==> src/rtl/tpg_pkg.sv <==
// tpg_pkg: shared types and colour constants for the video test pattern generator
package tpg_pkg;
  typedef enum logic [1:0] {TPG_BARS, TPG_RAMP, TPG_CHECK, TPG_SOLID} tpg_pattern_e;
  typedef enum logic {TPG_IDLE, TPG_RUN} tpg_state_e;
  localparam logic [23:0] BAR_COLORS [8] = '{
    24'hFFFFFF, 24'hFFFF00, 24'h00FFFF, 24'h00FF00,
    24'hFF00FF, 24'hFF0000, 24'h0000FF, 24'h000000
  };
endpackage

==> src/rtl/tpg_timing.sv <==
// tpg_timing: raster counters, run/idle FSM and registered dv/hs/vs/frame_start/line_end framing
module tpg_timing
  import tpg_pkg::*;
#(
  parameter int H_ACTIVE = 1280,
  parameter int H_FP = 110,
  parameter int H_SYNC = 40,
  parameter int H_BP = 220,
  parameter int V_ACTIVE = 720,
  parameter int V_FP = 5,
  parameter int V_SYNC = 5,
  parameter int V_BP = 20,
  parameter logic HS_POL = 1'b1,
  parameter logic VS_POL = 1'b1,
  localparam int H_TOTAL = H_ACTIVE + H_FP + H_SYNC + H_BP,
  localparam int V_TOTAL = V_ACTIVE + V_FP + V_SYNC + V_BP,
  localparam int HW = $clog2(H_TOTAL),
  localparam int VW = $clog2(V_TOTAL)
) (
  input  logic          clk,
  input  logic          rst,
  input  logic          en_i,
  output logic [HW-1:0] h,
  output logic [VW-1:0] v,
  output logic          run,
  output logic          active,
  output logic          h_last,
  output logic          latch,
  output logic          busy_o,
  output logic          dv_o,
  output logic          hs_o,
  output logic          vs_o,
  output logic          frame_start_o,
  output logic          line_end_o
);
  localparam logic [HW-1:0] H_LAST = HW'(H_TOTAL - 1);
  localparam logic [VW-1:0] V_LAST = VW'(V_TOTAL - 1);
  localparam logic [HW-1:0] HA = HW'(H_ACTIVE);
  localparam logic [VW-1:0] VA = VW'(V_ACTIVE);
  localparam logic [HW-1:0] HS0 = HW'(H_ACTIVE + H_FP);
  localparam logic [HW-1:0] HS1 = HW'(H_ACTIVE + H_FP + H_SYNC);
  localparam logic [VW-1:0] VS0 = VW'(V_ACTIVE + V_FP);
  localparam logic [VW-1:0] VS1 = VW'(V_ACTIVE + V_FP + V_SYNC);
  tpg_state_e state, state_n;
  logic frame_last;
  // state register
  always_ff @(posedge clk or posedge rst)
    if (rst) state <= TPG_IDLE;
    else state <= state_n;
  // next state: start on request, stop only at the end of a complete frame
  always_comb
    state_n = (state == TPG_IDLE) ? (en_i ? TPG_RUN : TPG_IDLE)
                                  : ((frame_last && !en_i) ? TPG_IDLE : TPG_RUN);
  // FSM-derived controls
  always_comb begin
    run = state == TPG_RUN;
    busy_o = run;
    h_last = h == H_LAST;
    frame_last = run && h_last && v == V_LAST;
    latch = en_i && (!run || frame_last);
    active = run && h < HA && v < VA;
  end
  // raster counters, held at the origin while idle
  always_ff @(posedge clk or posedge rst)
    if (rst) begin
      h <= '0;
      v <= '0;
    end else if (!run || h_last) begin
      h <= '0;
      v <= (!run || v == V_LAST) ? '0 : v + 1'b1;
    end else
      h <= h + 1'b1;
  // framing outputs, one cycle behind the counters
  always_ff @(posedge clk or posedge rst)
    if (rst) begin
      dv_o <= 1'b0;
      hs_o <= ~HS_POL;
      vs_o <= ~VS_POL;
      frame_start_o <= 1'b0;
      line_end_o <= 1'b0;
    end else begin
      dv_o <= active;
      hs_o <= (h >= HS0 && h < HS1) ? HS_POL : ~HS_POL;
      vs_o <= (v >= VS0 && v < VS1) ? VS_POL : ~VS_POL;
      frame_start_o <= run && h == '0 && v == '0;
      line_end_o <= dv_o && !active;
    end
endmodule

==> src/rtl/video_tpg.sv <==
// video_tpg: test pattern source (bars/ramp/checker/solid) with raster framing; TPG_BORDER_EN adds a white 1-pixel border
module video_tpg
  import tpg_pkg::*;
#(
  parameter int H_ACTIVE = 1280,
  parameter int H_FP = 110,
  parameter int H_SYNC = 40,
  parameter int H_BP = 220,
  parameter int V_ACTIVE = 720,
  parameter int V_FP = 5,
  parameter int V_SYNC = 5,
  parameter int V_BP = 20,
  parameter logic HS_POL = 1'b1,
  parameter logic VS_POL = 1'b1
) (
  input  logic        clk,
  input  logic        rst,
  input  logic        en_i,
  input  logic [1:0]  pattern_i,
  input  logic [23:0] solid_rgb_i,
  output logic [23:0] rgb_o,
  output logic        dv_o,
  output logic        hs_o,
  output logic        vs_o,
  output logic        frame_start_o,
  output logic        line_end_o,
  output logic        busy_o
);
  localparam int HW = $clog2(H_ACTIVE + H_FP + H_SYNC + H_BP);
  localparam int VW = $clog2(V_ACTIVE + V_FP + V_SYNC + V_BP);
  localparam logic [HW-1:0] BAR_LAST = HW'(H_ACTIVE / 8 - 1);
  logic [HW-1:0] h, bar_cnt;
  logic [VW-1:0] v;
  logic run, active, h_last, latch, chk;
  logic [2:0] bar_idx;
  tpg_pattern_e pat_q;
  logic [23:0] solid_q, pat_rgb, pix;
  tpg_timing #(
    .H_ACTIVE(H_ACTIVE), .H_FP(H_FP), .H_SYNC(H_SYNC), .H_BP(H_BP),
    .V_ACTIVE(V_ACTIVE), .V_FP(V_FP), .V_SYNC(V_SYNC), .V_BP(V_BP),
    .HS_POL(HS_POL), .VS_POL(VS_POL)
  ) u_timing (
    .clk(clk), .rst(rst), .en_i(en_i),
    .h(h), .v(v), .run(run), .active(active), .h_last(h_last), .latch(latch),
    .busy_o(busy_o), .dv_o(dv_o), .hs_o(hs_o), .vs_o(vs_o),
    .frame_start_o(frame_start_o), .line_end_o(line_end_o)
  );
  // pattern selection is frozen per frame
  always_ff @(posedge clk or posedge rst)
    if (rst) begin
      pat_q <= TPG_BARS;
      solid_q <= '0;
    end else if (latch) begin
      pat_q <= tpg_pattern_e'(pattern_i);
      solid_q <= solid_rgb_i;
    end
  // bar index from a run-length counter; saturating index lets the last bar absorb the remainder
  always_ff @(posedge clk or posedge rst)
    if (rst) begin
      bar_cnt <= '0;
      bar_idx <= '0;
    end else if (!run || h_last) begin
      bar_cnt <= '0;
      bar_idx <= '0;
    end else if (bar_cnt == BAR_LAST) begin
      bar_cnt <= '0;
      bar_idx <= (bar_idx == 3'd7) ? 3'd7 : bar_idx + 3'd1;
    end else
      bar_cnt <= bar_cnt + 1'b1;
  // pattern datapath
  always_comb begin
    chk = |(((32'(h) ^ 32'(v)) >> 5) & 32'd1);
    pat_rgb = (pat_q == TPG_BARS)  ? BAR_COLORS[bar_idx] :
              (pat_q == TPG_RAMP)  ? {3{8'(h)}} :
              (pat_q == TPG_CHECK) ? {24{chk}} : solid_q;
`ifdef TPG_BORDER_EN
    pix = (h == '0 || h == HW'(H_ACTIVE - 1) || v == '0 || v == VW'(V_ACTIVE - 1)) ? 24'hFFFFFF : pat_rgb;
`else
    pix = pat_rgb;
`endif
  end
  // pixel output register, aligned with the framing registers
  always_ff @(posedge clk or posedge rst)
    if (rst) rgb_o <= '0;
    else rgb_o <= active ? pix : 24'h0;
endmodule

==> config.mk <==
export PLATFORM = sky130hd
export DESIGN_NAME = video_tpg
export DESIGN_NICKNAME = d
export VERILOG_FILES = /design/src/rtl/tpg_pkg.sv /design/src/rtl/tpg_timing.sv /design/src/rtl/video_tpg.sv
export SDC_FILE = /design/constraint.sdc
export NUM_CORES = 1
export LEC_CHECK = 0
export CORE_MARGIN = 5
export CORE_UTILIZATION = 45
export CTS_BUF_LIST = sky130_fd_sc_hd__clkbuf_8
export DETAILED_ROUTE_END_ITERATION = 10
export PLACE_DENSITY = 0.75
export SYNTH_ARGS = -nofsm -noshare
export SYNTH_HDL_FRONTEND = slang
export SYNTH_HIERARCHICAL = 1
export SYNTH_SLANG_ARGS = --single-unit
==> constraint.sdc <==
create_clock -name clk -period 3.3 [get_ports clk]
set_input_delay 0.66 -clock clk [delete_from_list [all_inputs] [get_ports clk]]
set_output_delay 0.66 -clock clk [all_outputs]
set_load 0.02 [all_outputs]
After elaboration in Yosys (flattened, before gate mapping). Memory sizes are Yosys's and may differ from the RTL's. Cells that the tools add are included.

Flip-flop bits (word level): 91. Bits in read-only memories: 192. Bits of input ports: 29. Output and inout bits: 30. Word-level logic and storage cells: 72. Memories kept: 1.

Add/sub/neg operators: 4. Magnitude comparators: 7. Equality and inequality tests: 6. Muxes and demuxes: 18. Bitwise operators: 2. Reductions and logical operators: 21.

Memories: (no name shown) (words 8, width 24, rd ports 1, clocked after memory_dff 0, wr ports 0, line video_tpg.sv:73) `pat_rgb = (pat_q == TPG_BARS) ? BAR_COLORS[bar_idx] :`.

Operators with widths (count): 24-bit 2-to-1 mux (6); 11-bit 2-to-1 mux (3); 11-bit by 1-bit adder with 11-bit output, second input constant (2); 11-bit less-than comparator, second input constant (2); 10-bit less-than comparator, second input constant (2); 11-bit == test, second input constant (1); 11-bit by 8-bit == test with 1-bit output, second input constant (1); 11-bit greater-or-equal comparator, second input constant (1); 1-bit logical AND (11); 11-bit zero test (1); 10-bit by 1-bit adder with 10-bit output, second input constant (1); 10-bit == test, second input constant (1); 10-bit greater-or-equal comparator, second input constant (1); 10-bit zero test (1); 10-bit 2-to-1 mux (1); 3-bit 2-to-1 mux (3); 6-bit XOR (1); 1-bit 2-to-1 mux (5); 4-bit greater-or-equal comparator, second input constant (1); 3-bit NOT with 4-bit output (1); 3-bit by 1-bit adder with 3-bit output, second input constant (1); 3-bit == test, second input constant (1); 1-bit zero test (3); 1-bit logical OR (3); other kinds (4) (4).

Depth between registers and ports, before layout. Gate-level depths: netlist (run 1).

Depth after elaboration: 6. Mapped depth: 11. Gate-level depth less buffers: 8.

Modules after synthesis. The synthesis (run 1) kept the hierarchy.

Modules (own cells, without submodules): video_tpg (times used 1, cells each 225, area each 2723.9 µm², sequential area each 1601.5 µm²); tpg_timing (times used 1, cells each 161, area each 1506.4 µm², sequential area each 675.6 µm²).

Worst setup path before layout (run 1). Ideal clock, no wire load.

Path kind: reg-to-reg. Start: reg u_timing.h[3]. End: reg solid_q[10]. Library setup time: 125 ps. Arrival: 2884 ps. Required time: 3175 ps. Setup slack: 292 ps. Cell stages (with the launch flop): 11. Buffers on the path: 5. Clock period less this slack: 3008 ps. Cell sequence: dfrtp_1 buf_6 or3_1 clkbuf_2 or3_1 buf_6 o21ai_1 and2_1 buf_2 buf_1 mux2_2.

Word-level cells in the longest chain between the ends: 5.

RTL lines: start: declaration (line tpg_timing.sv:23) `output logic [HW-1:0] h,`; start signal: assignment (line tpg_timing.sv:72) `h <= h + 1'b1;`; 11-bit == test (line tpg_timing.sv:58) `h_last = h == H_LAST;`; 1-bit logical AND (2 in a row) (line tpg_timing.sv:59) `frame_last = run && h_last && v == V_LAST;`; 1-bit logical OR (line tpg_timing.sv:60) `latch = en_i && (!run || frame_last);`; 1-bit logical AND (line tpg_timing.sv:60); named net latch (line video_tpg.sv:34) `logic run, active, h_last, latch, chk;`; end signal: assignment (line video_tpg.sv:55) `solid_q <= solid_rgb_i;`; end: declaration (line video_tpg.sv:37) `logic [23:0] solid_q, pat_rgb, pix;`.

The timed path passes the listed nets, and every way through them passes these cells. A chain may end at the register's enable or synchronous reset.

Final worst setup path (run 1).
Start: reg u_timing.h[2]. End: reg solid_q[11].

Same word-level chain as after synthesis.

==> impl_results.md, run 1 <==
* Crit Path Max Fanout at 27
* Crit path largest cell delay at 0.55 ns
* Leakage power at 2.11 nW
* RSZ-0062 raised after global routing: no
* Yosys top cell by area: dfrtp_1
* Crit-path cells: or3_1 > or3_1 > o21ai_1 > and2_1 > buf_4 > mux2_2
* Clk sinks at 91
* Async set-reset flop share out of synthesis at 100%
* Synth Area in Compound Gates at 11.4%
* All-Layer GR Usage at 17.3%
* Most common cell after layout, fill and taps aside: dfrtp_1
* Ant. Diodes at 0
* Critical Path Start Type: flip-flop
* Post-route minimum period at 2.76 ns
* Worst Hold Class: reg2reg
* Number of port buffers at 58
* Clock transition at the registers of the reported paths at 0.10 ns
* TritonCTS Buffers at 9
* Post-DP HPWL at 6720 um
* Max H-tree Level at 3
* Post-synthesis mux area share at 7.84%
* Main combinational cell family by area after synthesis: simple AND/OR/NAND/NOR gates
* Chip height at 107 um
* Final setup violation count at 0
* Nets at 480
* First-pass GRT wire length at 15800 um
* DRC violations left at 0
* CP top delay family: simple AND/OR/NAND/NOR gates
* Placeable Area at 9200 sq um
* Fin crit share at 83.7%
* Total grt overflow at 0
* Die outline area at 11400 sq um
* Vias in the first global route at 3281
* Vias at 3212
* Number of unique standard cell types used by synthesis at 51
* Final WL at 9330 um
* YS warnings at 6
* Commonest cells after routing, fill and taps aside: dfrtp_1, clkdlybuf4s50_1, nand2_1
* Share of cells above drive strength 1 at 12.8%
* Clk_lat worst skew at 0.38 ns
* Post-Route Setup TNS at 0 ns
* Post-Synth XOR/XNOR Area at 3.73%
* Worst slack, placed at 0.593 ns
* Post-Syn Instances at 386
* Status: completed
* Syn Nets at 424
* FF-to-FF setup slack at 0.54 ns
* DRT antenna net count at 0
* Die width at 107 um
* Clock Skews at 0.0172 ns
* Worst VDD drop at 0.202 mV
* Adder-cell share of the synthesized area at 2.66%
* PwrDens at 378 nW/um^2
* Synth Area in Simple Gates at 17.1%
* Largest net degree at the start of global routing at 36
* I/O Pins at 59
* Slew Limit Fails at 0
* Critical path buffers and inverters at 1
* Syn Area/Cell at 11.0 sq um
* Synth Flop Type: dfrtp_1
* Most common cell on crit path: or3_1
* Via density at 5.76
* Total setup buffers inserted after CTS at 0
* FF+latch count, synth at 91
* Area delta synth->final at 20.6%
* Max cap viols at 0
* Worst path arrival time at 3.01 ns
* Post-synth EDFFs at 0
* Antenna violations before repair at 0
* CTS tree: yes
* Iteration-0 DRC Markers at 225
* Setup WS post-layout at 0.539 ns
* Final Wtd Congestion at 0.907
* Post-synth top area share at 53.8%
* CP Data Required Time at 3.55 ns
* Fillers at 784
* Rel. slew slack at 50.9%
* Worst-Margin Slew at 0.736 ns
* Critical path's slowest cell: or3_1
* Seq/Total Area, Yosys at 53.8%
* CP endpoint kind: flip-flop
* Starting density of the core at 46.0%
* Root Buffer: clkbuf_8
* Hold_buf cts at 0
* First-pass iteration count of the detailed router at 5
* Count of final hold-check violations at 0
* Crit path kind: reg2reg
* WL/cell at 16.7 um
* Mapped Area at 4230 sq um
* PostCTS Resize Cnt at 0
* Top cells by area, synth: dfrtp_1, mux2_2, nand2_1, nor2_1, ha_1
* Fmax at 0.362 GHz
* Row count at 35
* Clock buffer depth at 2
==> where the power goes <==
| part | total (mW) | leakage, nW | switching [mW] | internal, mW |
|---|---|---|---|---|
| Clock | 0.757 | 0.103 | 0.455 | 0.302 |
| Combinational | 0.0586 | 0.903 | 0.0269 | 0.0316 |
| Sequential | 1.11 | 1.10 | 0 | 1.11 |
| Total | 1.93 | 2.11 | 0.482 | 1.45 |
==> path summary, 6_finish.rpt <==
kind	depth (start not counted)	from	to
worst max-delay path	6	u_timing/h[2]$_DFF_PP0_	solid_q[11]$_DFFE_PP0P_
worst min-delay path	1	u_timing/dv_o$_DFF_PP0_	u_timing/line_end_o$_DFF_PP0_
worst max register to register	6	u_timing/h[2]$_DFF_PP0_	solid_q[11]$_DFFE_PP0P_
worst min register to register	1	u_timing/dv_o$_DFF_PP0_	u_timing/line_end_o$_DFF_PP0_
max in group asynchronous	3	rst	rgb_o[7]$_DFF_PP0_
min in group asynchronous	3	rst	u_timing/busy_o$_DFF_PP0_
==> flip-flops by register name, summed over array words and instances, names as in the netlist <==
register                flops
bar_idx                     3
u_timing/dv_o               1
bar_cnt                    11
solid_q                    24
u_timing/frame_start_o      1
u_timing/hs_o               1
u_timing/v                 10
u_timing/line_end_o         1
u_timing/vs_o               1
u_timing/h                 11
u_timing/busy_o             1
rgb_o                      24
pat_q                       2
==> cell type report <==
cell class / instances / area (sq um) / area share [%]
Clock buffer: 9 / 124 / 2.43
Clock inverter: 7 / 81.3 / 1.59
Inverter: 13 / 48.8 / 0.956
Multi-Input combinational cell: 263 / 1810 / 35.4
Sequential cell: 91 / 2280 / 44.6
Tap cell: 111 / 139 / 2.72
Timing Repair Buffer: 64 / 626 / 12.3
==> through the flow <==
step | power [mW] | hold WS (ns) | util, % | cell area (sq um) | instances
final | 1.93 | 0.506 | 55.5 | 5100 | 558
after global routing | 2.01 | 0.526 | 55.5 | 5100 | 558
after CTS | 1.95 | 0.516 | 55.5 | 5100 | 558
after detailed placement | 1.20 | 0.486 | 53.3 | 4900 | 542
after global placement | 1.20 | 0.482 | 53.3 | 4900 | 542
after floorplan | 1.15 | 0.469 | - | 4230 | 386
==> cell usage after synthesis, types with 3 or more instances <==
library cell,count
a211oi_1,6
a21boi_0,7
a21oi_1,16
a22oi_1,14
a31oi_1,4
and3_1,3
buf_2,4
clkbuf_1,10
dfrtp_1,91
ha_1,9
inv_1,12
mux2_2,25
mux2i_1,5
nand2_1,35
nand2b_1,6
nand3_1,11
nand4_1,11
nor2_1,31
nor2b_1,3
nor3_1,6
nor4_1,7
nor4b_1,3
o21ai_0,7
o31ai_1,4
or3_1,6
or4_1,3
xnor2_1,12
xor2_1,6
==> layer usage <==
metal	vias up	global-route usage, %	part of all wire (%)	routed length [um]
met4	0	7.85	2.7	255
li1	1499	-	-	-
met3	24	3.19	4.9	461
met2	105	27.8	49	4550
met5	-	0	0	0
met1	1584	22.9	44	4070
==> cell families (layout without fill, tap and decap cells) <==
| family | Yosys count | in the layout |
|---|---|---|
| simple gates | 138 | 138 |
| flops | 91 | 91 |
| compound gates | 68 | 68 |
| buf+inv | 32 | 93 |
| mux | 30 | 30 |
| xor+xnor | 18 | 18 |
| fa+ha+maj | 9 | 9 |
==> worst register-to-register path: stages, from the launching register on <==
cell and delay (ns):
dfrtp_1 0.50, or3_1 0.52, or3_1 0.55, o21ai_1 0.21, and2_1 0.15, buf_4 0.32
mux2_2 0.40
No activity file was read; power rests on OpenSTA's default activity.
==> run 2: changes to the inputs <==
clock period = 2.7 ns   (was 3.3 ns; I/O delays follow)
==> run 2 against run 1 <==
Net effect:
- total power grew 20%
- setup slack got worse by 0.29 ns
- via count is 1.7% lower
- final area is 0.66% higher
- sequential cell count unchanged
- first-iteration DRC count up 4.4%
- register-to-register slack lost 0.29 ns
- die area unchanged
- clock power grew 15%
- non-clock buffer count grew 3
- critical path type unchanged
- critical endpoint is now solid_q[9]$_DFFE_PP0P_
- largest cell class unchanged
==> impl_results.md, run 2 (same netlist as run 1, synthesis figures left out) <==
* Final WL at 9350 um
* Ant. Diodes at 0
* Max H-tree Level at 3
* Via density at 5.63
* Clk sinks at 91
* Vias at 3158
* Die outline area at 11400 sq um
* Fin crit share at 90.6%
* Crit Path Max Fanout at 27
* All-Layer GR Usage at 17.5%
* Slew Limit Fails at 0
* Row count at 35
* Hold_buf cts at 0
* First-pass iteration count of the detailed router at 5
* Post-route minimum period at 2.45 ns
* CP endpoint kind: flip-flop
* CP Data Required Time at 2.96 ns
* Worst-Margin Slew at 0.708 ns
* First-pass GRT wire length at 15800 um
* Largest registers: rgb_o (24), solid_q (24)
* Worst VDD drop at 0.364 mV
* Count of final hold-check violations at 0
* PostCTS Resize Cnt at 0
* I/O Pins at 59
* PwrDens at 449 nW/um^2
* Number of port buffers at 58
* Largest net degree at the start of global routing at 44
* Hold Startpoint: u_timing/dv_o$_DFF_PP0_
* Vias in the first global route at 3195
* Final Wtd Congestion at 0.860
* Chip height at 107 um
* RSZ-0062 raised after global routing: no
* Worst hold margin at 0.505 ns
* Critical path's slowest cell: or3_1
* Antenna violations before repair at 0
* Share of cells above drive strength 1 at 13.6%
* Crit path launch: u_timing/h[3]$_DFF_PP0_
* Most common cell on crit path: or3_1
* Crit path largest cell delay at 0.49 ns
* Max cap viols at 0
* Status: completed
* Iteration-0 DRC Markers at 235
* Total setup buffers inserted after CTS at 0
* Clock buffer depth at 2
* CTS tree: yes
* Most common cell after layout, fill and taps aside: dfrtp_1
* R2r startpoint: u_timing/h[3]$_DFF_PP0_
* CP top delay family: simple AND/OR/NAND/NOR gates
* WL/cell at 16.7 um
* Root Buffer: clkbuf_8
* Placeable Area at 9200 sq um
* Critical path buffers and inverters at 1
* Total grt overflow at 0
* Crit-path cells: or3_1 > or3_1 > o21ai_4 > and2_1 > buf_12 > mux2_2
* Final setup violation count at 0
* Crit path kind: reg2reg
* FF-to-FF setup slack at 0.25 ns
* Starting density of the core at 46.0%
* Critical Path Start Type: flip-flop
* TritonCTS Buffers at 9
* Die width at 107 um
* Fmax at 0.409 GHz
* Commonest cells after routing, fill and taps aside: dfrtp_1, clkdlybuf4s50_1, nand2_1
* Area delta synth->final at 21.4%
* DRT antenna net count at 0
* Clock Skews at 0.0138 ns
* Worst Hold Class: reg2reg
* Post-DP HPWL at 6700 um
* Rel. slew slack at 52.7%
* Worst path arrival time at 2.71 ns
* Reg2Reg Depth at 6
* Post-Route Setup TNS at 0 ns
* Clock transition at the registers of the reported paths at 0.10 ns
* Worst hold stages at 1
* Leakage power at 2.12 nW
* Nets at 483
* Stages on the worst setup path at 6
* DRC violations left at 0
* Clk_lat worst skew at 0.37 ns
## run 2: cell count changes in the layout (fill, tap and decap cells not counted), sizes merged
cell and change:
buf +3, clkinv -2, inv +2
## run 2: metrics by stage
step           cells  power, mW  cell area, sq um  setup slack [ns]  util, %
6_report         561       2.31              5140             0.253     55.9
5_1_grt          561       2.40              5140             0.180     55.9
3_5_place_dp     545       1.46              4960             0.271     53.9
4_1_cts          561       2.34              5140             0.260     55.9
3_3_place_gp     545       1.46              4960             0.326     53.9
2_1_floorplan    386       1.41              4250           0.00549        -
## run 2: report_power, final
group | switching (mW) | internal, mW
clock network | 0.520 | 0.351
registers | 0 | 1.36
logic | 0.0334 | 0.0398
total | 0.554 | 1.75
## run 2: cell type report
type | count | area, sq um
Clock inverter | 7 | 56.3
Tap cell | 111 | 139
Clock buffer | 9 | 124
Inverter | 13 | 48.8
Timing Repair Buffer | 67 | 673
Sequential cell | 91 | 2280
Multi-Input combinational cell | 263 | 1820
Fill cell | 800 | 4060
## run 2: metal layers
metal / up-vias / part of all wire [%] / track usage [%] / wire length (um)
met5: - / 0 / 0 / 0
met4: 0 / 1.4 / 4.84 / 127
met3: 12 / 4.5 / 4.46 / 417
met2: 83 / 49 / 27.6 / 4540
met1: 1560 / 46 / 24.0 / 4260
li1: 1503 / - / - / -
## run 2: final timing paths
check | to
worst min register to register | u_timing/line_end_o$_DFF_PP0_
worst max-delay path | solid_q[9]$_DFFE_PP0P_
worst max register to register | solid_q[9]$_DFFE_PP0P_
worst min-delay path | u_timing/line_end_o$_DFF_PP0_
max in group asynchronous | solid_q[23]$_DFFE_PP0P_
min in group asynchronous | rgb_o[18]$_DFF_PP0_
